<file path="config.mk">
export PLATFORM = sky130hd
export DESIGN_NAME = uart_imem_loader
export DESIGN_NICKNAME = d
export VERILOG_FILES = /design/src/rtl/uart_imem_loader_pkg.sv /design/src/rtl/uart_word_assembler.sv /design/src/rtl/uart_imem_loader.sv
export SDC_FILE = /design/constraint.sdc
export NUM_CORES = 1
export LEC_CHECK = 0
export ABC_CLOCK_PERIOD_IN_PS = 2200
export CAP_MARGIN = 20
export CORE_ASPECT_RATIO = 1.2
export CORE_MARGIN = 1
export CORE_UTILIZATION = 55
export DETAILED_ROUTE_END_ITERATION = 10
export GPL_ROUTABILITY_DRIVEN = 0
export PLACE_DENSITY_LB_ADDON = 0.05
export SLEW_MARGIN = 15
export SYNTH_ARGS = -nofsm -noshare
export SYNTH_HDL_FRONTEND = slang
export SYNTH_SLANG_ARGS = --single-unit
</file>
<file path="constraint.sdc">
create_clock -name clk -period 2.2 [get_ports clk]
set_clock_uncertainty 0.1 [all_clocks]
set_input_delay 0.44 -clock clk [delete_from_list [all_inputs] [get_ports clk]]
set_output_delay 0.44 -clock clk [all_outputs]
set_load 0.01 [all_outputs]
</file>
<file path="src/rtl/uart_imem_loader_pkg.sv">
// uart_imem_loader_pkg: loader FSM states and byte width,
// shared by uart_imem_loader and uart_word_assembler.
package uart_imem_loader_pkg;

  localparam int BYTE_W = 8;

  typedef enum logic [2:0] {
    IDLE,
    COLLECT,
    WRITE,
    DONE,
    ERROR
  } state_e;

endpackage

</file>
<file path="src/rtl/uart_word_assembler.sv">
// uart_word_assembler: packs UART bytes into a word (endian aware)
// and drops a partial word after TIMEOUT_CYCLES idle cycles.
// Ports: clk, resetn, i_en (accept bytes), i_clr (drop partial),
//   i_valid/i_data (byte in), o_word_valid/o_word (word complete,
//   combinational, includes current byte), o_timeout (expiry pulse).
module uart_word_assembler
  import uart_imem_loader_pkg::*;
#(
  parameter int BYTES_PER_WORD = 4,
  parameter int BIG_ENDIAN     = 0,
  parameter int TIMEOUT_CYCLES = 50000,
  localparam int DATA_W = BYTE_W * BYTES_PER_WORD
) (
  input  logic              clk,
  input  logic              resetn,
  input  logic              i_en,
  input  logic              i_clr,
  input  logic              i_valid,
  input  logic [BYTE_W-1:0] i_data,
  output logic              o_word_valid,
  output logic [DATA_W-1:0] o_word,
  output logic              o_timeout
);

  localparam int IW =
    (BYTES_PER_WORD > 1) ? $clog2(BYTES_PER_WORD) : 1;
  localparam int TW =
    (TIMEOUT_CYCLES > 1) ? $clog2(TIMEOUT_CYCLES) : 1;
  localparam int TLAST =
    (TIMEOUT_CYCLES > 0) ? TIMEOUT_CYCLES - 1 : 0;
  localparam logic [IW-1:0] IDX_LAST = IW'(BYTES_PER_WORD - 1);
  localparam logic [TW-1:0] T_LAST   = TW'(TLAST);

  logic [IW-1:0]     r_idx;
  logic [TW-1:0]     r_timer;
  logic [DATA_W-1:0] r_word;

  logic              w_take;
  logic              w_last;
  logic              w_expire;
  logic [DATA_W-1:0] w_word;
  int                w_slot;

  assign w_take = i_en && i_valid;
  assign w_last = (r_idx == IDX_LAST);

  // A byte arriving in the expiry cycle wins over the timeout.
  assign w_expire = (TIMEOUT_CYCLES > 0) && i_en && !i_valid &&
                    (r_idx != '0) && (r_timer == T_LAST);

  always_comb begin
    w_slot = (BIG_ENDIAN != 0) ?
             (BYTES_PER_WORD - 1 - int'(r_idx)) : int'(r_idx);
    w_word = r_word;
    w_word[w_slot*BYTE_W +: BYTE_W] = i_data;
  end

  always_ff @(posedge clk or negedge resetn) begin
    if (!resetn) begin
      r_idx   <= '0;
      r_timer <= '0;
      r_word  <= '0;
    end else if (i_clr) begin
      r_idx   <= '0;
      r_timer <= '0;
    end else if (w_take) begin
      r_word  <= w_word;
      r_timer <= '0;
      r_idx   <= w_last ? '0 : r_idx + 1'b1;
    end else if (w_expire) begin
      r_idx   <= '0;
      r_timer <= '0;
    end else if (i_en && (r_idx != '0)) begin
      r_timer <= r_timer + 1'b1;
    end else begin
      r_timer <= '0;
    end
  end

  assign o_word_valid = w_take && w_last && !i_clr;
  assign o_word       = w_word;
  assign o_timeout    = w_expire && !i_clr;

endmodule

</file>
<file path="src/rtl/uart_imem_loader.sv">
// uart_imem_loader: UART byte stream -> instruction memory writes,
// end-marker detect, timeout/overflow errors, break restart.
// Ports: clk, resetn, load_en, rx_valid, rx_data, rx_break in;
//   imem_we/addr/wdata, write_done, core_resetn, word_count,
//   timeout_err, overflow_err out. With UART_IMEM_LOADER_CHECKSUM_EN:
//   expected_sum in, checksum out; DONE requires a matching sum.
module uart_imem_loader
  import uart_imem_loader_pkg::*;
#(
  parameter int BYTES_PER_WORD = 4,
  parameter int ADDR_W         = 10,
  parameter int DEPTH          = 1024,
  parameter int BIG_ENDIAN     = 0,
  parameter int END_MARK_COUNT = 2,
  parameter int TIMEOUT_CYCLES = 50000,
  localparam int DATA_W = BYTE_W * BYTES_PER_WORD
) (
  input  logic              clk,
  input  logic              resetn,
  input  logic              load_en,
  input  logic              rx_valid,
  input  logic [7:0]        rx_data,
  input  logic              rx_break,
  output logic              imem_we,
  output logic [ADDR_W-1:0] imem_addr,
  output logic [DATA_W-1:0] imem_wdata,
  output logic              write_done,
  output logic              core_resetn,
  output logic [ADDR_W:0]   word_count,
  output logic              timeout_err,
  output logic              overflow_err
`ifdef UART_IMEM_LOADER_CHECKSUM_EN
  ,
  input  logic [DATA_W-1:0] expected_sum,
  output logic [DATA_W-1:0] checksum
`endif
);

  localparam int MW = $clog2(END_MARK_COUNT + 1);
  localparam logic [MW-1:0]   MARK_END = MW'(END_MARK_COUNT);
  localparam logic [ADDR_W:0] CNT_FULL = (ADDR_W + 1)'(DEPTH);

  state_e            r_state;
  logic              r_we;
  logic [ADDR_W-1:0] r_addr;
  logic [DATA_W-1:0] r_wdata;
  logic              r_done;
  logic [ADDR_W:0]   r_count;
  logic [MW-1:0]     r_mark;
  logic              r_terr;
  logic              r_oerr;

  logic              w_asm_en;
  logic              w_asm_clr;
  logic              w_word_valid;
  logic [DATA_W-1:0] w_word;
  logic              w_timeout;
  logic [MW-1:0]     w_mark_nxt;
  logic              w_sum_ok;

  // Bytes are still taken during WRITE; they start the next word.
  assign w_asm_en  = ((r_state == COLLECT) && load_en) ||
                     (r_state == WRITE);
  assign w_asm_clr = rx_break ||
                     ((r_state == COLLECT) && !load_en);

  uart_word_assembler #(
    .BYTES_PER_WORD (BYTES_PER_WORD),
    .BIG_ENDIAN     (BIG_ENDIAN),
    .TIMEOUT_CYCLES (TIMEOUT_CYCLES)
  ) u_asm (
    .clk          (clk),
    .resetn       (resetn),
    .i_en         (w_asm_en),
    .i_clr        (w_asm_clr),
    .i_valid      (rx_valid),
    .i_data       (rx_data),
    .o_word_valid (w_word_valid),
    .o_word       (w_word),
    .o_timeout    (w_timeout)
  );

  assign w_mark_nxt = r_mark + 1'b1;

`ifdef UART_IMEM_LOADER_CHECKSUM_EN
  logic [DATA_W-1:0] r_sum;
  logic [DATA_W-1:0] w_sum_nxt;

  assign w_sum_nxt = r_sum + r_wdata;
  assign w_sum_ok  = (w_sum_nxt == expected_sum);
  assign checksum  = r_sum;

  always_ff @(posedge clk or negedge resetn) begin
    if (!resetn) begin
      r_sum <= '0;
    end else if (rx_break) begin
      r_sum <= '0;
    end else if (r_we) begin
      r_sum <= w_sum_nxt;
    end
  end
`else
  assign w_sum_ok = 1'b1;
`endif

  always_ff @(posedge clk or negedge resetn) begin
    if (!resetn) begin
      r_state <= IDLE;
      r_we    <= 1'b0;
      r_addr  <= '0;
      r_wdata <= '0;
      r_done  <= 1'b0;
      r_count <= '0;
      r_mark  <= '0;
      r_terr  <= 1'b0;
      r_oerr  <= 1'b0;
    end else if (rx_break) begin
      r_state <= load_en ? COLLECT : IDLE;
      r_we    <= 1'b0;
      r_done  <= 1'b0;
      r_count <= '0;
      r_mark  <= '0;
      r_terr  <= 1'b0;
      r_oerr  <= 1'b0;
    end else begin
      r_we <= 1'b0;
      if (w_timeout) r_terr <= 1'b1;
      unique case (r_state)
        IDLE: begin
          if (load_en) r_state <= COLLECT;
        end
        COLLECT: begin
          if (!load_en) begin
            r_state <= IDLE;
          end else if (w_word_valid) begin
            // A full memory suppresses the strobe; WRITE then errors.
            r_state <= WRITE;
            r_we    <= (r_count != CNT_FULL);
            r_addr  <= r_count[ADDR_W-1:0];
            r_wdata <= w_word;
          end
        end
        WRITE: begin
          if (!r_we) begin
            r_oerr  <= 1'b1;
            r_state <= ERROR;
          end else begin
            r_count <= r_count + 1'b1;
            if (&r_wdata) begin
              r_mark <= w_mark_nxt;
              if (w_mark_nxt == MARK_END) begin
                r_done  <= w_sum_ok;
                r_state <= w_sum_ok ? DONE : ERROR;
              end else begin
                r_state <= COLLECT;
              end
            end else begin
              r_mark  <= '0;
              r_state <= COLLECT;
            end
          end
        end
        DONE: begin
          r_state <= DONE;
        end
        ERROR: begin
          r_state <= ERROR;
        end
        default: begin
          r_state <= IDLE;
        end
      endcase
    end
  end

  assign imem_we      = r_we;
  assign imem_addr    = r_addr;
  assign imem_wdata   = r_wdata;
  assign write_done   = r_done;
  assign core_resetn  = r_done;
  assign word_count   = r_count;
  assign timeout_err  = r_terr;
  assign overflow_err = r_oerr;

endmodule
</file>
# ---- Word level (Yosys, flattened, before mapping)
# Index checks and enable logic that the tools add are counted.
dict set report totals {
  ff_bits 112
  inputBits 13
  output_inout_bits 58
  elab_cells 101
}
dict set report op_classes {
  addsub 5
  n_eq_ne 11
  shifts 2
  muxes 39
  bitwise_logic 2
  reduce_logical 30
}
# op count
set op_table {}
lappend op_table {{16-bit 2-to-1 mux} 4}
lappend op_table {{11-bit 2-to-1 mux} 3}
lappend op_table {{5-bit negation with 33-bit output} 1}
lappend op_table {{8-bit by 33-bit variable shift with 32-bit output, first input constant} 1}
lappend op_table {{8-bit by 33-bit variable part select with 32-bit output} 1}
lappend op_table {{32-bit bitwise mux} 1}
lappend op_table {{32-bit AND reduction} 1}
lappend op_table {{2-bit 2-to-1 mux} 9}
lappend op_table {{3-bit 2-to-1 mux} 6}
lappend op_table {{16-bit by 1-bit adder with 16-bit output, second input constant} 1}
lappend op_table {{16-bit == test, second input constant} 1}
lappend op_table {{1-bit 2-to-1 mux} 15}
lappend op_table {{3-bit case mux with 5 select lines} 1}
lappend op_table {{2-bit nonzero test} 6}
lappend op_table {{11-bit by 1-bit adder with 11-bit output, second input constant} 1}
lappend op_table {{11-bit inequality test, second input constant} 1}
lappend op_table {{1-bit logical AND} 10}
lappend op_table {{2-bit AND reduction} 4}
lappend op_table {{4-bit AND reduction} 2}
lappend op_table {{3-bit by 2-bit == test with 1-bit output, second input constant} 2}
lappend op_table {{2-bit by 1-bit adder with 2-bit output, second input constant} 2}
lappend op_table {{2-bit == test, second input constant} 2}
lappend op_table {{4-bit by 3-bit inequality test with 1-bit output, second input constant} 1}
lappend op_table {{3-bit by 1-bit == test with 1-bit output, second input constant} 1}
lappend op_table {{other kinds (8)} 12}

# ---- Logic depth before layout (Yosys ltp)
# Gate-level depths: netlist of run 1.
dict set report depth {
  depth_word 10
  ltp_mapped 7
  depth_no_buf 6
}

# ---- Hierarchy
# From an unflattened synthesis of run 1, not the netlist that was laid out.
dict set report hier_totals {
  hier_cells 503
  hier_area_um2 5403.9
}
# module instances cells_each area_each_um2 seq_area_each_um2
set by_module_without_submodules {}
lappend by_module_without_submodules {uart_imem_loader 1 218 2722.6 1551.5}
lappend by_module_without_submodules {uart_word_assembler 1 285 2681.3 1251.2}

# ---- Least setup slack after synthesis of run 1
# No wires, ideal clock.
dict set report synth_timing {
  kind {register to register}
  from {reg u_asm.r_idx[0]}
  to {reg u_asm.r_word[10]}
  arrival_time_ps 1788
  required_ps 2034
  setup_slack_ps 246
  stages_incl_launch_ff 8
  cell_sequence {dfrtp_1 -> inv_2 -> ha_1 -> nand2_1 -> nor3_2 -> and2_1 -> buf_2 -> a22o_1}
}
dict set report synth_via {
  elab_chain_cells 3
}
# item line_no
set synth_lines {}
lappend synth_lines {{start, declared} uart_word_assembler.sv:34} ;# logic [IW-1:0] r_idx;
lappend synth_lines {{start signal, assigned} uart_word_assembler.sv:69} ;# r_idx <= w_last ? '0 : r_idx + 1'b1;
lappend synth_lines {{5-bit negation with 33-bit output *} uart_word_assembler.sv:55} ;# w_word[w_slot*BYTE_W +: BYTE_W] = i_data;
lappend synth_lines {{8-bit by 33-bit variable part select with 32-bit output / 8-bit by 33-bit variable shift with 32-bit output (equally long branches)} uart_word_assembler.sv:55}
lappend synth_lines {{32-bit bitwise mux *} uart_word_assembler.sv:55}
lappend synth_lines {{end signal, assigned} uart_word_assembler.sv:67} ;# r_word <= w_word;
lappend synth_lines {{end, declared} uart_word_assembler.sv:36} ;# logic [DATA_W-1:0] r_word;
# Every way passes the cells marked *; elsewhere a longest branch is shown, timed or not.
# A chain may end at the register's enable or synchronous reset.

# ---- Final worst setup path of run 1
dict set report layout_timing {
  from {reg r_count[5], in the netlist word_count[5]}
  to {out word_count[5]}
}
# item line_no
set layout_lines {}
lappend layout_lines {{start, declared} uart_imem_loader.sv:48} ;# logic [ADDR_W:0] r_count;
lappend layout_lines {{start signal, assigned} uart_imem_loader.sv:148} ;# r_count <= r_count + 1'b1;
lappend layout_lines {{end, declared} uart_imem_loader.sv:29} ;# output logic [ADDR_W:0] word_count,
# No word-level cell between the ends.

==> results of run 1 <==
[cell type report]
cell class / count / share of cell area
Sequential cell: 112 / 0.420
Clock inverter: 7 / 0.0145
Multi-Input combinational cell: 365 / 0.358
Clock buffer: 9 / 0.0338
Inverter: 8 / 0.00451
Timing Repair Buffer: 98 / 0.146
Tap cell: 123 / 0.0231
[flip-flops by register name (all words and copies together) (netlist names)]
name / flops
imem_wdata: 32
u_asm.r_word: 32
u_asm.r_timer: 16
word_count: 11
imem_addr: 10
r_state: 3
r_mark: 2
u_asm.r_idx: 2
core_resetn: 1
imem_we: 1
overflow_err: 1
timeout_err: 1
[worst paths after layout]
| path | endpoint | slack (ns) |
|---|---|---|
| worst max register to register | u_asm.r_word[5] | 0.24 |
| min in group clk | imem_addr[1] | 0.39 |
| worst min register to register | imem_addr[1] | 0.39 |
| max in group asynchronous | u_asm.r_word[15] | 1.41 |
| worst max-delay path | word_count[5] | 0.19 |
| worst min-delay path | imem_wdata[21] | -0.02 |
[power by group through the flow]
| stage | sequential [mW] | clock, mW | combinational [mW] |
|---|---|---|---|
| global route | 2.16 | 1.85 | 0.334 |
| floorplan | 2.18 | 0 | 0.177 |
| global placement | 2.19 | 0 | 0.298 |
| detailed placement | 2.19 | 0 | 0.303 |
| CTS | 2.15 | 1.77 | 0.306 |
| finish | 2.15 | 1.74 | 0.302 |
[metal layers]
layer  up-vias  part of all wire
met3        11             0.041
met1      2020              0.45
met2        92              0.50
met4         0             0.013
li1       1980                 -
met5         -                 0
[cells by family (layout without fill, tap and decap cells)]
family	Yosys count	in the layout	synth area share
buffers and inverters	40	122	0.0396
adder cells (fa/ha/maj)	10	10	0.0232
XOR/XNOR	22	22	0.0357
AO/OA/AOI/OAI	120	120	0.148
AND/OR/NAND/NOR	204	204	0.216
flip-flops	112	112	0.519
multiplexers	9	9	0.0185
[metrics by stage]
| step | cells | area [sq um] | util | hold WS [ns] | total power, mW |
|---|---|---|---|---|---|
| finish | 722 | 6670 | 0.700 | -0.0156 | 4.20 |
| global route | 722 | 6670 | 0.700 | 0.0256 | 4.34 |
| CTS | 722 | 6670 | 0.700 | 0.00861 | 4.22 |
| detailed placement | 706 | 6340 | 0.667 | 0.374 | 2.49 |
| global placement | 706 | 6340 | 0.667 | 0.368 | 2.49 |
| floorplan | 517 | 5400 | - | 0.0444 | 2.35 |
[layout by cell type, fill, tap and decap left out, types with 2 or more instances in the layout]
cell and instances:
a31oi_1 2, nor2b_1 35, clkdlybuf4s50_1 69, nor2_2 3, a21oi_1 37, clkbuf_16 9, ha_1 10, o21a_1 2
nor4_1 8, nor4b_1 2, dfrtp_1 112, buf_4 24, bufinv_16 2, nor2_1 27, xor2_1 7, or3_1 2
nor3_1 7, o21ai_1 2, nor3_2 2, mux2_1 5, a22o_1 32, o21ai_0 36, nand2_1 58, nor2_4 7
nand4_1 20, nor4bb_1 2, clkinvlp_4 3, and3_1 3, mux2_2 3, and2_1 5, nand3_1 10, nor4_2 2
inv_1 7, buf_12 5, a41oi_1 2, xnor2_1 15
==> summary.txt, run 1 <==
Run status
  – Status: finished with violations
  – Violated checks: hold timing

Setup path
  – Peak fanout along the critical path: 8
  – CP Data Required Time: 1.66 ns
  – Worst-path cell chain: clkdlybuf4s50_1
  – Reg2Reg Depth: 5
  – CP max stage delay: 0.61 ns
  – RR Startpoint: u_asm.r_idx[1]
  – Critical path type: reg -> out
  – CP Data Arrival Time: 1.47 ns
  – Crit path from: word_count[5]
  – Slowest CP cell: clkdlybuf4s50_1
  – Worst Path Buf+Inv: 1
  – CP Depth: 1
  – Critical path launch point type: flip-flop
  – Type of destination of the critical path: output pin
  – Cell family with the largest share of critical-path delay: buffers and inverters

Logic synthesis
  – Synth cell count leaders: dfrtp_1 (112), nand2_1 (58), a21oi_1 (37), o21ai_0 (36), nor2b_1 (35)
  – Top-area cell type share of the netlist area: 0.519
  – Syn_nets: 540
  – Top-count cell post-synth: dfrtp_1
  – Register area share after synthesis: 0.519
  – Syn Std Cell Area: 5400 sq um
  – Top FF cell, synth: dfrtp_1
  – Async set or reset register ratio after synthesis: 1.00
  – Biggest area consumer among synthesized cells: dfrtp_1
  – Syn Inst Count: 517
  – Post-synth EDFFs: 0
  – Flops & latches, synth: 112
  – Largest cells by area after synthesis: dfrtp_1 (52%), a22o_1 (5.2%), nor2b_1 (4.1%), nand2_1 (4.0%), a21oi_1 (3.4%)
  – YS warnings: 0
  – Synthesized area per cell: 10.4 sq um
  – Count of cell types in the netlist: 55

GRT
  – Grt ovf: 0
  – GR peak layer: met2
  – Met1 usage: 0.347
  – Total track usage: 0.250
  – First-pass GRT wire length: 20,400 microns
  – Largest net degree at the start of global routing: 46
  – Met2 global-route usage: 0.399
  – Antenna violations before repair: 0
  – Vias in the first global route: 4,095
  – Grt met3 use: 0.0386

Place
  – Dpl ws: -0.103 ns
  – IO Port Bufs: 70
  – Post-DP HPWL: 8200 microns

CTS
  – TritonCTS buffer count: 9
  – Root buf cell: clkbuf_16
  – Clk slew on worst S/H paths: 0.07 ns
  – Clock latency on the worst-skew pair: 0.34 ns
  – CTS tree: yes
  – Clock Sinks: 112
  – # H-tree levels: 3
  – Post-CTS Resized: 0
  – Post-CTS setup-driven buffer insertion count: 0
  – Hold-fix buffers, CTS: 0
  – Maximum buffer depth of the clock tree: 2

Detailed routing
  – Number of remaining DRC errors: 0
  – Antenna-violating nets left: 0
  – Drt pass-1 iters: 4
  – Final WL: 11,700 microns
  – Initial DRC count: 239
  – Avg Vias per Cell: 5.68
  – Vias: 4,103
  – Wire length per cell: 16.2 microns

Final layout
  – Multi-input gate area: 2390 sq um
  – P&R area growth vs syn: 23.5%
  – # diodes: 0
  – Fill cells: 768
  – Share of cells above drive strength 1: 0.119
  – Reg area: 2800 sq um
  – Layout Nets: 617

STA
  – Max Slew Vio Count: 0
  – Relative slew slack: 0.617
  – Max Freq: 497 MHz
  – Setup TNS: 0 ns
  – Worst hold slack: -0.0156 ns
  – Setup WS post-layout: 0.188 ns
  – RSZ-0062 raised after global routing: false
  – Worst-Margin Slew: 0.575 ns
  – Tmin final: 2.01 ns
  – Hold Vio Cnt, Final: 16
  – Final setup fails: 0
  – Crit share post-route: 0.915

Die
  – Die width: 92.4 microns
  – Die Footprint: 10,200 sq um
  – Row Count: 39
  – Core ar.: 9520 sq um
  – Initial core utilization: 0.567
  – Die H: 111 microns
  – Ports: 71

Pwr
  – Logic gate share of total power: 0.072
  – Pwr per Cell Area: 630 nW/um^2
  – Net Sw Frac: 0.225
  – Sw Pwr: 943 uW
  – Clock power share: 0.415
  – Static Leak: 2.77 nW
  – Maximum VDD drop: 0.431 mV
  – Reg power frac: 0.513
  – P_int: 3.25 mW

Hold path
  – Hold WC Path Type: in -> async

Job
  – MaxCap Viol Count: 0
Note: power is estimated with default switching activity, not from simulation.
==> inputs of run 2 (changes only) <==
--- a/config.mk
+++ b/config.mk
@@ -11,6 +11,7 @@
 export CORE_MARGIN = 1
 export CORE_UTILIZATION = 55
 export DETAILED_ROUTE_END_ITERATION = 10
+export DONT_BUFFER_PORTS = 1
 export GPL_ROUTABILITY_DRIVEN = 0
 export PLACE_DENSITY_LB_ADDON = 0.05
 export SLEW_MARGIN = 15
==> run 2 against run 1 <==
  * Fmax rose by 2.0%
  * Flip-flop and latch count stayed put
  * Hold slack lost 0.30 ns
  * Highest routed layer unchanged
  * Sequential share of layout area up 5.9 points
  * Count of clock-buffer cells in the layout up 4
  * The run still ends with hold timing left
  * Clock power decreased by 6%
  * Register-to-register slack about the same
==> summary.txt, run 2 (synthesis gave the netlist of run 1 again) <==
STA
  – RSZ-0062 raised after global routing: false
  – Relative slew slack: 0.673 (+0.0566)
  – Tmin final: 1.97 ns (-0.0401 ns)
  – Crit share post-route: 0.896 (-0.0182)
  – Max Slew Vio Count: 0 (unchanged)
  – Worst-Margin Slew: 0.489 ns (-0.0860 ns)
  – Hold Vio Cnt, Final: 112 (+96)
  – Setup TNS: 0 ns (unchanged)
  – Worst hold slack: -0.317 ns (-0.301 ns)
  – Max Freq: 507 MHz (+2.0%)
  – Final setup fails: 0 (unchanged)

Pwr
  – Static Leak: 2.47 nW (-11%)
  – Reg power frac: 0.541 (+0.028)
  – Net Sw Frac: 0.205 (-0.0198)
  – Sw Pwr: 815 uW (-14%)
  – Pwr per Cell Area: 681 nW/um^2 (+8.1%)
  – P_int: 3.16 mW (-2.8%)
  – Maximum VDD drop: 0.344 mV (-20%)
  – Clock power share: 0.412 (-0.003)
  – Logic gate share of total power: 0.047 (-0.025)

CTS
  – CTS tree: yes
  – Post-CTS Resized: 0 (unchanged)
  – Post-CTS setup-driven buffer insertion count: 0 (unchanged)
  – Root buf cell: clkbuf_16
  – Maximum buffer depth of the clock tree: 2 (unchanged)
  – Clock latency on the worst-skew pair: 0.35 ns (about the same)
  – # H-tree levels: 3 (unchanged)
  – Clock Sinks: 112 (unchanged)
  – TritonCTS buffer count: 9 (unchanged)
  – Clk slew on worst S/H paths: 0.07 ns (about the same)

Die
  – Ports: 71 (unchanged)
  – Die Footprint: 10,200 sq um (unchanged)
  – Row Count: 39 (unchanged)
  – Die H: 111 microns (unchanged)
  – Die width: 92.4 microns (unchanged)
  – Core ar.: 9520 sq um (unchanged)
  – Initial core utilization: 0.567 (unchanged)

Final layout
  – P&R area growth vs syn: 8.21%
  – # diodes: 0 (unchanged)
  – Commonest non-fill, non-tap cells in the layout: dfrtp_1 (112), nand2_1 (58), a21oi_1 (37), o21ai_0 (36), nor2b_1 (35)
  – Commonest non-fill, non-tap cell in the layout: dfrtp_1
  – Layout Nets: 538 (-13%)
  – Share of cells above drive strength 1: 0.113 (-0.00507)
  – Final Cell Area: 5840 sq um (-12%)

GRT
  – Total track usage: 0.242 (-0.00762)
  – Largest net degree at the start of global routing: 113 (+150%)
  – Vias in the first global route: 3,759 (-8.2%)
  – Antenna violations before repair: 0 (unchanged)
  – First-pass GRT wire length: 19,300 microns (-5.2%)
  – Grt ovf: 0 (unchanged)

Setup path
  – Reg2Reg Depth: 4 (-1)
  – Cell family with the largest share of critical-path delay: simple AND/OR/NAND/NOR gates
  – Peak fanout along the critical path: 10 (+2)
  – CP Data Arrival Time: 2.10 ns (+0.63 ns)
  – Type of destination of the critical path: flip-flop
  – Slowest CP cell: nor3b_1
  – Worst Path Buf+Inv: 0 (-1)
  – CP Data Required Time: 2.33 ns (+0.67 ns)
  – CP Depth: 4 (+3)
  – Critical path launch point type: flip-flop
  – Critical path type: reg -> reg
  – CP max stage delay: 0.44 ns (-0.17 ns)
  – Worst-path cell chain: nor3b_1 -> o21a_1 -> nand2_1 -> a22o_1

Detailed routing
  – Routed wl met2: 5270 microns (-9.7%)
  – Final WL: 11,300 microns (-3.5%)
  – Initial DRC count: 163 (-32%)
  – DR top layer: met4
  – Number of remaining DRC errors: 0 (unchanged)
  – Wire length per cell: 17.5 microns (+8.3%)
  – Metal3 WL: 536 microns (+13%)
  – Vias: 3,730 (-9.1%)
  – Antenna-violating nets left: 0 (unchanged)
  – Avg Vias per Cell: 5.80 (+2.1%)
  – WL met1: 5250 microns (+0.75%)
  – Drt pass-1 iters: 4 (unchanged)

Run status
  – Status: finished with violations
  – Violated checks: hold timing

Hold path
  – Hold WC Path Type: in -> async

Place
  – IO Port Bufs: 0 (-100%)
  – Post-DP HPWL: 7530 microns (-8.2%)
  – Placed cell area: 5540 sq um (-13%)

Job
  – MaxCap Viol Count: 0 (unchanged)
## run 2: changes by cell type in the layout (fill, tap and decap cells not counted), moves of 2 or more
cell,previous run,this run
clkinvlp_4,3,0
buf_12,5,2
clkbuf_1,0,2
clkdlybuf4s50_1,69,0
clkbuf_8,0,2
buf_4,24,17
## run 2: area by class of cell
class / instances / area [sq um]
tap: 123 / 154
inverter: 8 / 30.0
fill: 798 / 3670
clock buffer: 13 / 260
sequential: 112 / 2800
clock inverter: 3 / 40.0
timing repair buffer: 19 / 168
multi-input combinational: 365 / 2390
## run 2: final timing paths
check	slack, ns	endpoint	from
worst max-delay path	0.23	u_asm.r_word[13]	r_state[2]
worst min-delay path	-0.32	imem_wdata[21]	resetn
worst max register to register	0.23	u_asm.r_word[13]	r_state[2]
worst min register to register	0.39	u_asm.r_word[19]	u_asm.r_word[19]
max in group asynchronous	2.18	word_count[8]	resetn
min in group clk	0.05	overflow_err	rx_break
## run 2: worst register-to-register path: cells and delay by family, from the launching register on
family / cells / cell delay (ns)
AOI/OAI and AO/OA: 2 / 0.67
DFF: 1 / 0.38
and+or+nand+nor: 2 / 0.71
## run 2: power by group through the flow
| stage | clock network, mW | registers [mW] | logic [mW] |
|---|---|---|---|
| 4_1_cts | 1.68 | 2.15 | 0.190 |
| 5_1_grt | 1.74 | 2.16 | 0.209 |
| 2_1_floorplan | 0 | 2.18 | 0.177 |
| 3_3_place_gp | 0 | 2.19 | 0.181 |
| 3_5_place_dp | 0 | 2.19 | 0.188 |
| 6_report | 1.64 | 2.15 | 0.187 |
## run 2: per-layer routing
metal / vias up / track usage
li1: 1823 / -
met1: 1805 / 0.344
met2: 87 / 0.361
met3: 15 / 0.0406
met4: 0 / 0.114
met5: - / 0
## run 2: through the flow
stage                     power [mW]  setup slack [ns]   util  std cells  hold slack (ns)
after floorplan                 2.35             0.246      -        517           0.0444
after global placement          2.37             0.253  0.582        627           0.0478
after detailed placement        2.38             0.192  0.582        627           0.0474
after CTS                       4.02             0.175  0.614        643           -0.325
after global routing            4.11            0.0788  0.614        643           -0.328
final                           3.98             0.228  0.614        643           -0.317
==> RTL change 1: new RTL, flow settings as in run 1 <==
`TIMEOUT_CYCLES` is set to 50000 in 2 places; all go to 12500.
--- a/src/rtl/uart_word_assembler.sv
+++ b/src/rtl/uart_word_assembler.sv
@@ -10,3 +10,3 @@
   parameter int BIG_ENDIAN     = 0,
-  parameter int TIMEOUT_CYCLES = 50000,
+  parameter int TIMEOUT_CYCLES = 12500,
   localparam int DATA_W = BYTE_W * BYTES_PER_WORD
--- a/src/rtl/uart_imem_loader.sv
+++ b/src/rtl/uart_imem_loader.sv
@@ -14,3 +14,3 @@
   parameter int END_MARK_COUNT = 2,
-  parameter int TIMEOUT_CYCLES = 50000,
+  parameter int TIMEOUT_CYCLES = 12500,
   localparam int DATA_W = BYTE_W * BYTES_PER_WORD
Behaviour: same outputs for any inputs over 4 cycles, from zero or initial values and one cycle with resetn low; that may be too few to reach the edited logic, so the function may still have changed.
==> RTL change 1 against run 1 <==
- cell area decreased by 7.4%
- die area decreased by 4.5%
- wire length decreased by 8.5%
- total power decreased by 18%
- area after synthesis decreased by 4.6%
- hold slack improved by 370 ps
- sequential cell count decreased by 2
- worst setup slack got worse by 9.2 ps
- synthesized cell count decreased by 4.4%
- via count decreased by 7.3%
- critical path type is now reg -> reg
- largest power group unchanged
==> RTL change 1: results (changes against run 1) <==
Worst-Margin Slew 436 ps (was 575 ps); Worst R2R Path Depth 6 (was 5); drt first-iter violations 209 (was 239); post-route clock period utilization 0.919 (was 0.915); register area share after synthesis 0.535 (was 0.519); DR WL/cell 15.6 um (was 16.2 um); placed instance count 670 (was 706); status finished clean (was finished, violations left); crit-path max cell delay 440 ps (was 610 ps); M2 GR Usage 0.387 (was 0.399); CTS buffer count 9 (unchanged); vias in the first global route 3613 (was 4095); met1 WL 5.00 mm (was 5.21 mm); DR vias 3805 (was 4103); grt total ovfl 0 (unchanged); internal reg-to-reg setup slack 180 ps (was 240 ps); GR Util met3 0.0260 (was 0.0386); Hold Crit Start u_asm.r_timer[0]; Root Buffer clkbuf_8 (was clkbuf_16); total leakage power 2.69 nW (was 2.77 nW); Crit-path slowest cell dfrtp_1 (was clkdlybuf4s50_1); top cells by count, synth dfrtp_1 (110), nand2_1 (46), a21oi_1 (39) (was dfrtp_1 (112), nand2_1 (58), a21oi_1 (37)); Synth Area in XOR/XNOR 0.0357 (about the same); sequential power share 0.613 (was 0.513); hold slack 358 ps (was -15.6 ps); largest cells by area after synthesis dfrtp_1 (53%), a22o_1 (5.4%), nor2b_1 (4.0%), a21oi_1 (3.8%), nand2_1 (3.4%) (was dfrtp_1 (52%), a22o_1 (5.2%), nor2b_1 (4.1%), nand2_1 (4.0%), a21oi_1 (3.4%)); Switching Share 0.234 (was 0.225); PnR Total Power 0.00345 W (was 0.00420 W); critical path arrival 2210 ps (was 1470 ps); worst hold path class reg -> reg (was in -> async); Synth Area in Adders 0.0243 (was 0.0232); layout cell share with drive strength beyond 1 0.0920 (was 0.119); Pre-Repair DR Iteration Count 6 (was 4); clock-pin slew on the worst setup and hold paths 90 ps (was 70 ps); synthesized net count 517 (was 540); critical path class reg -> reg (was reg -> out); Post-DP HPWL 7.49 mm (was 8.20 mm); Placed Area 6010 sq um (was 6340 sq um); Max IR drop VDD 412 uV (was 431 uV); Synth Area in Compound Gates 0.150 (was 0.148); Cell Count, Final, Fillers Out 685 (was 722); first-pass GRT wire length 17.9 mm (was 20.4 mm); largest net degree at the start of global routing 65 (was 46); Design Area, Final 6170 sq um (was 6670 sq um); CP delay by family, top flip-flops (was buffers and inverters); Comb power frac 0.086 (was 0.072); Place WS 5.59 ps (was -103 ps); Layout Nets 585 (was 617); fraction of synthesized area in multiplexers 0.0194 (was 0.0185); met1 Usage GRT 0.316 (was 0.347); worst skew pair latency 370 ps (was 340 ps); crit path to imem_wdata[21] (was word_count[5]); Fill cells 740 (was 768); Total Routing Usage GR 0.234 (was 0.250)
[RTL change 1: cell count changes after synthesis, moves of 5 or more]
| cell | before | now |
|---|---|---|
| buf_1 | 2 | 8 |
| nor2_1 | 27 | 33 |
| xor2_1 | 7 | 19 |
| o21ai_0 | 36 | 31 |
| nand2_1 | 58 | 46 |
| nor2_4 | 7 | 0 |
| nor3_1 | 7 | 2 |
| clkbuf_1 | 13 | 8 |
| xnor2_1 | 15 | 2 |
[RTL change 1: cell type report]
| type | instances | share of cell area |
|---|---|---|
| timing repair buffer | 93 | 0.150 |
| inverter | 9 | 0.00547 |
| clock buffer | 12 | 0.0235 |
| sequential | 110 | 0.446 |
| tap | 120 | 0.0243 |
| clock inverter | 2 | 0.00162 |
| multi-input combinational | 339 | 0.350 |
[RTL change 1: timing repair]
item,in CTS,in global routing
endpoints found under the hold margin,18,0
setup endpoints to repair,0,0
hold buffers,1,0
==> RTL change 2: new RTL, config.mk and constraints of run 1 <==
Without the edit above. The 5 states of `state_e` get a one-hot encoding in 5 bits.
--- a/src/rtl/uart_imem_loader_pkg.sv
+++ b/src/rtl/uart_imem_loader_pkg.sv
@@ -6,8 +6,8 @@
 
-  typedef enum logic [2:0] {
-    IDLE,
-    COLLECT,
-    WRITE,
-    DONE,
-    ERROR
+  typedef enum logic [4:0] {
+    IDLE    = 5'b00001,
+    COLLECT = 5'b00010,
+    WRITE   = 5'b00100,
+    DONE    = 5'b01000,
+    ERROR   = 5'b10000
   } state_e;
Check against the original RTL: same outputs for any inputs over 4 cycles, from zero or initial values and one cycle with resetn low; so few cycles prove little.
==> RTL change 2 against run 1 <==
- count of clock-buffer cells in the layout is 13 higher
- wire length grew 8.5%
- sequential share of layout area decreased by 3.2 points
- total power increased by 29%
- area after synthesis rose by 5.7%
- cell area grew 10%
- sequential power grew 3%
- sequential cell count rose by 2
- worst setup slack got worse by 110 ps
- largest cell class unchanged
- highest routed layer unchanged
==> RTL change 2: results (changes against run 1) <==
Fill cells 711 (was 768); total leakage power 3.33 nW (was 2.77 nW); worst hold path class reg -> reg (was in -> async); largest cells by area after synthesis dfrtp_1 (50%), mux2_4 (9.7%), a22o_1 (4.6%), nand2_1 (3.4%), o21ai_0 (3.3%) (was dfrtp_1 (52%), a22o_1 (5.2%), nor2b_1 (4.1%), nand2_1 (4.0%), a21oi_1 (3.4%)); vias per inst 5.70 (was 5.68); worst skew pair latency 410 ps (was 340 ps); Placed Area 6720 sq um (was 6340 sq um); CP Max Fanout 27 (was 8); layout cell share with drive strength beyond 1 0.199 (was 0.119); CP delay by family, top simple AND/OR/NAND/NOR gates (was buffers and inverters); vias in the first global route 4338 (was 4095); placed instance count 726 (was 706); Place WS -257 ps (was -103 ps); Max IR drop VDD 428 uV (was 431 uV); Pre-Repair DR Iteration Count 5 (was 4); drt first-iter violations 199 (was 239); clock-pin slew on the worst setup and hold paths 50 ps (was 70 ps); Final min period 2120 ps (was 2010 ps); DR WL/cell 16.7 um (was 16.2 um); number of library cell types mapped by synthesis 54 (was 55); hold depth 1; status finished clean (was finished, violations left); crit-path max cell delay 430 ps (was 610 ps); FFs w/ async S/R, synth 1.00 (unchanged); Worst R2R Path Depth 5 (unchanged); first-pass GRT wire length 21.1 mm (was 20.4 mm); internal reg-to-reg setup slack 80 ps (was 240 ps); Layout Nets 643 (was 617); Total Routing Usage GR 0.257 (was 0.250); Port Buf Inserts 70 (unchanged); initial antenna violation count 0 (unchanged); synthesized net count 548 (was 540); Routed Antenna Nets 0 (unchanged); Chip Width 95.0 um (was 92.4 um); Worst-Margin Slew 572 ps (was 575 ps); H-tree Lvls 4 (was 3); Cell Count, Final, Fillers Out 759 (was 722); largest net degree at the start of global routing 53 (was 46); CTS buffer count 17 (was 9); Crit-path slowest cell or3_4 (was clkdlybuf4s50_1); top cells by count, synth dfrtp_1 (113), nand2_1 (51), inv_1 (44) (was dfrtp_1 (112), nand2_1 (58), a21oi_1 (37)); Post-DP HPWL 8.72 mm (was 8.20 mm); critical path arrival 2310 ps (was 1470 ps); register area share after synthesis 0.500 (was 0.519); Mapped Cells 525 (was 517)
[RTL change 2: logic make-up (layout without fill, tap and decap cells)]
family / Yosys count / count (layout) / share of synthesized area
AND/OR/NAND/NOR: 160 / 160 / 0.155
flip-flops: 114 / 114 / 0.500
AO/OA/AOI/OAI: 101 / 101 / 0.123
buffers and inverters: 78 / 186 / 0.0610
multiplexers: 44 / 44 / 0.111
XOR/XNOR: 18 / 18 / 0.0276
adder cells (fa/ha/maj): 10 / 10 / 0.0219
[RTL change 2: repair_timing]
action	CTS	global route
hold buffers	1	0
buffers inserted	0	0
resized for setup	0	2
hold endpoints to repair	29	0
setup endpoints to repair	0	42
[RTL change 2: per-layer routing]
metal | global-route usage | wire [um] | part of all wire | vias to the layer above
li1 | - | - | - | 2054
met1 | 0.333 | 5730 | 0.45 | 2137
met2 | 0.411 | 6230 | 0.49 | 116
met3 | 0.0573 | 501 | 0.040 | 16
met4 | 0.111 | 201 | 0.016 | 0
met5 | 0 | 0 | 0 | -
[RTL change 2: final cells by class]
cell class | instances | area [sq um] | area share
sequential | 114 | 2850 | 0.389
multi-input combinational | 333 | 2520 | 0.343
timing repair buffer | 110 | 1040 | 0.141
clock buffer | 22 | 484 | 0.0659
inverter | 44 | 165 | 0.0225
tap | 126 | 158 | 0.0215
clock inverter | 10 | 130 | 0.0177
[RTL change 2: path summary, 6_finish.rpt]
| kind | from | endpoint |
|---|---|---|
| worst max register to register | r_state[0] | imem_wdata[17] |
| max in group asynchronous | resetn | imem_wdata[0] |
| worst min register to register | u_asm.r_word[16] | u_asm.r_word[16] |
| worst min-delay path | u_asm.r_word[16] | u_asm.r_word[16] |
| worst max-delay path | r_state[0] | imem_wdata[17] |
| min in group asynchronous | resetn | imem_wdata[21] |
[RTL change 2: stage by stage]
stage / total power, W / util / hold slack, ps / setup TNS, ps
floorplan: 0.00245 / - / 44.4 / -35.6
global placement: 0.00260 / 0.668 / 322 / -17800
finish: 0.00539 / 0.730 / 403 / 0
detailed placement: 0.00261 / 0.668 / 325 / -20610
global route: 0.00558 / 0.730 / 410 / 0
CTS: 0.00544 / 0.730 / 402 / 0
[RTL change 2: power by group]
part / switching [W] / internal (W) / total [W]
registers: 0.0000408 / 0.00217 / 0.00221
clock network: 0.000918 / 0.00189 / 0.00281
logic: 0.000213 / 0.000162 / 0.000375
[RTL change 2: worst register-to-register path, stage by stage, from the launching register on]
cell       delay [ps]
dfstp_2           370
or3_4             430
a2111oi_4         370
nand4_4           180
buf_12            210
mux2_4            340
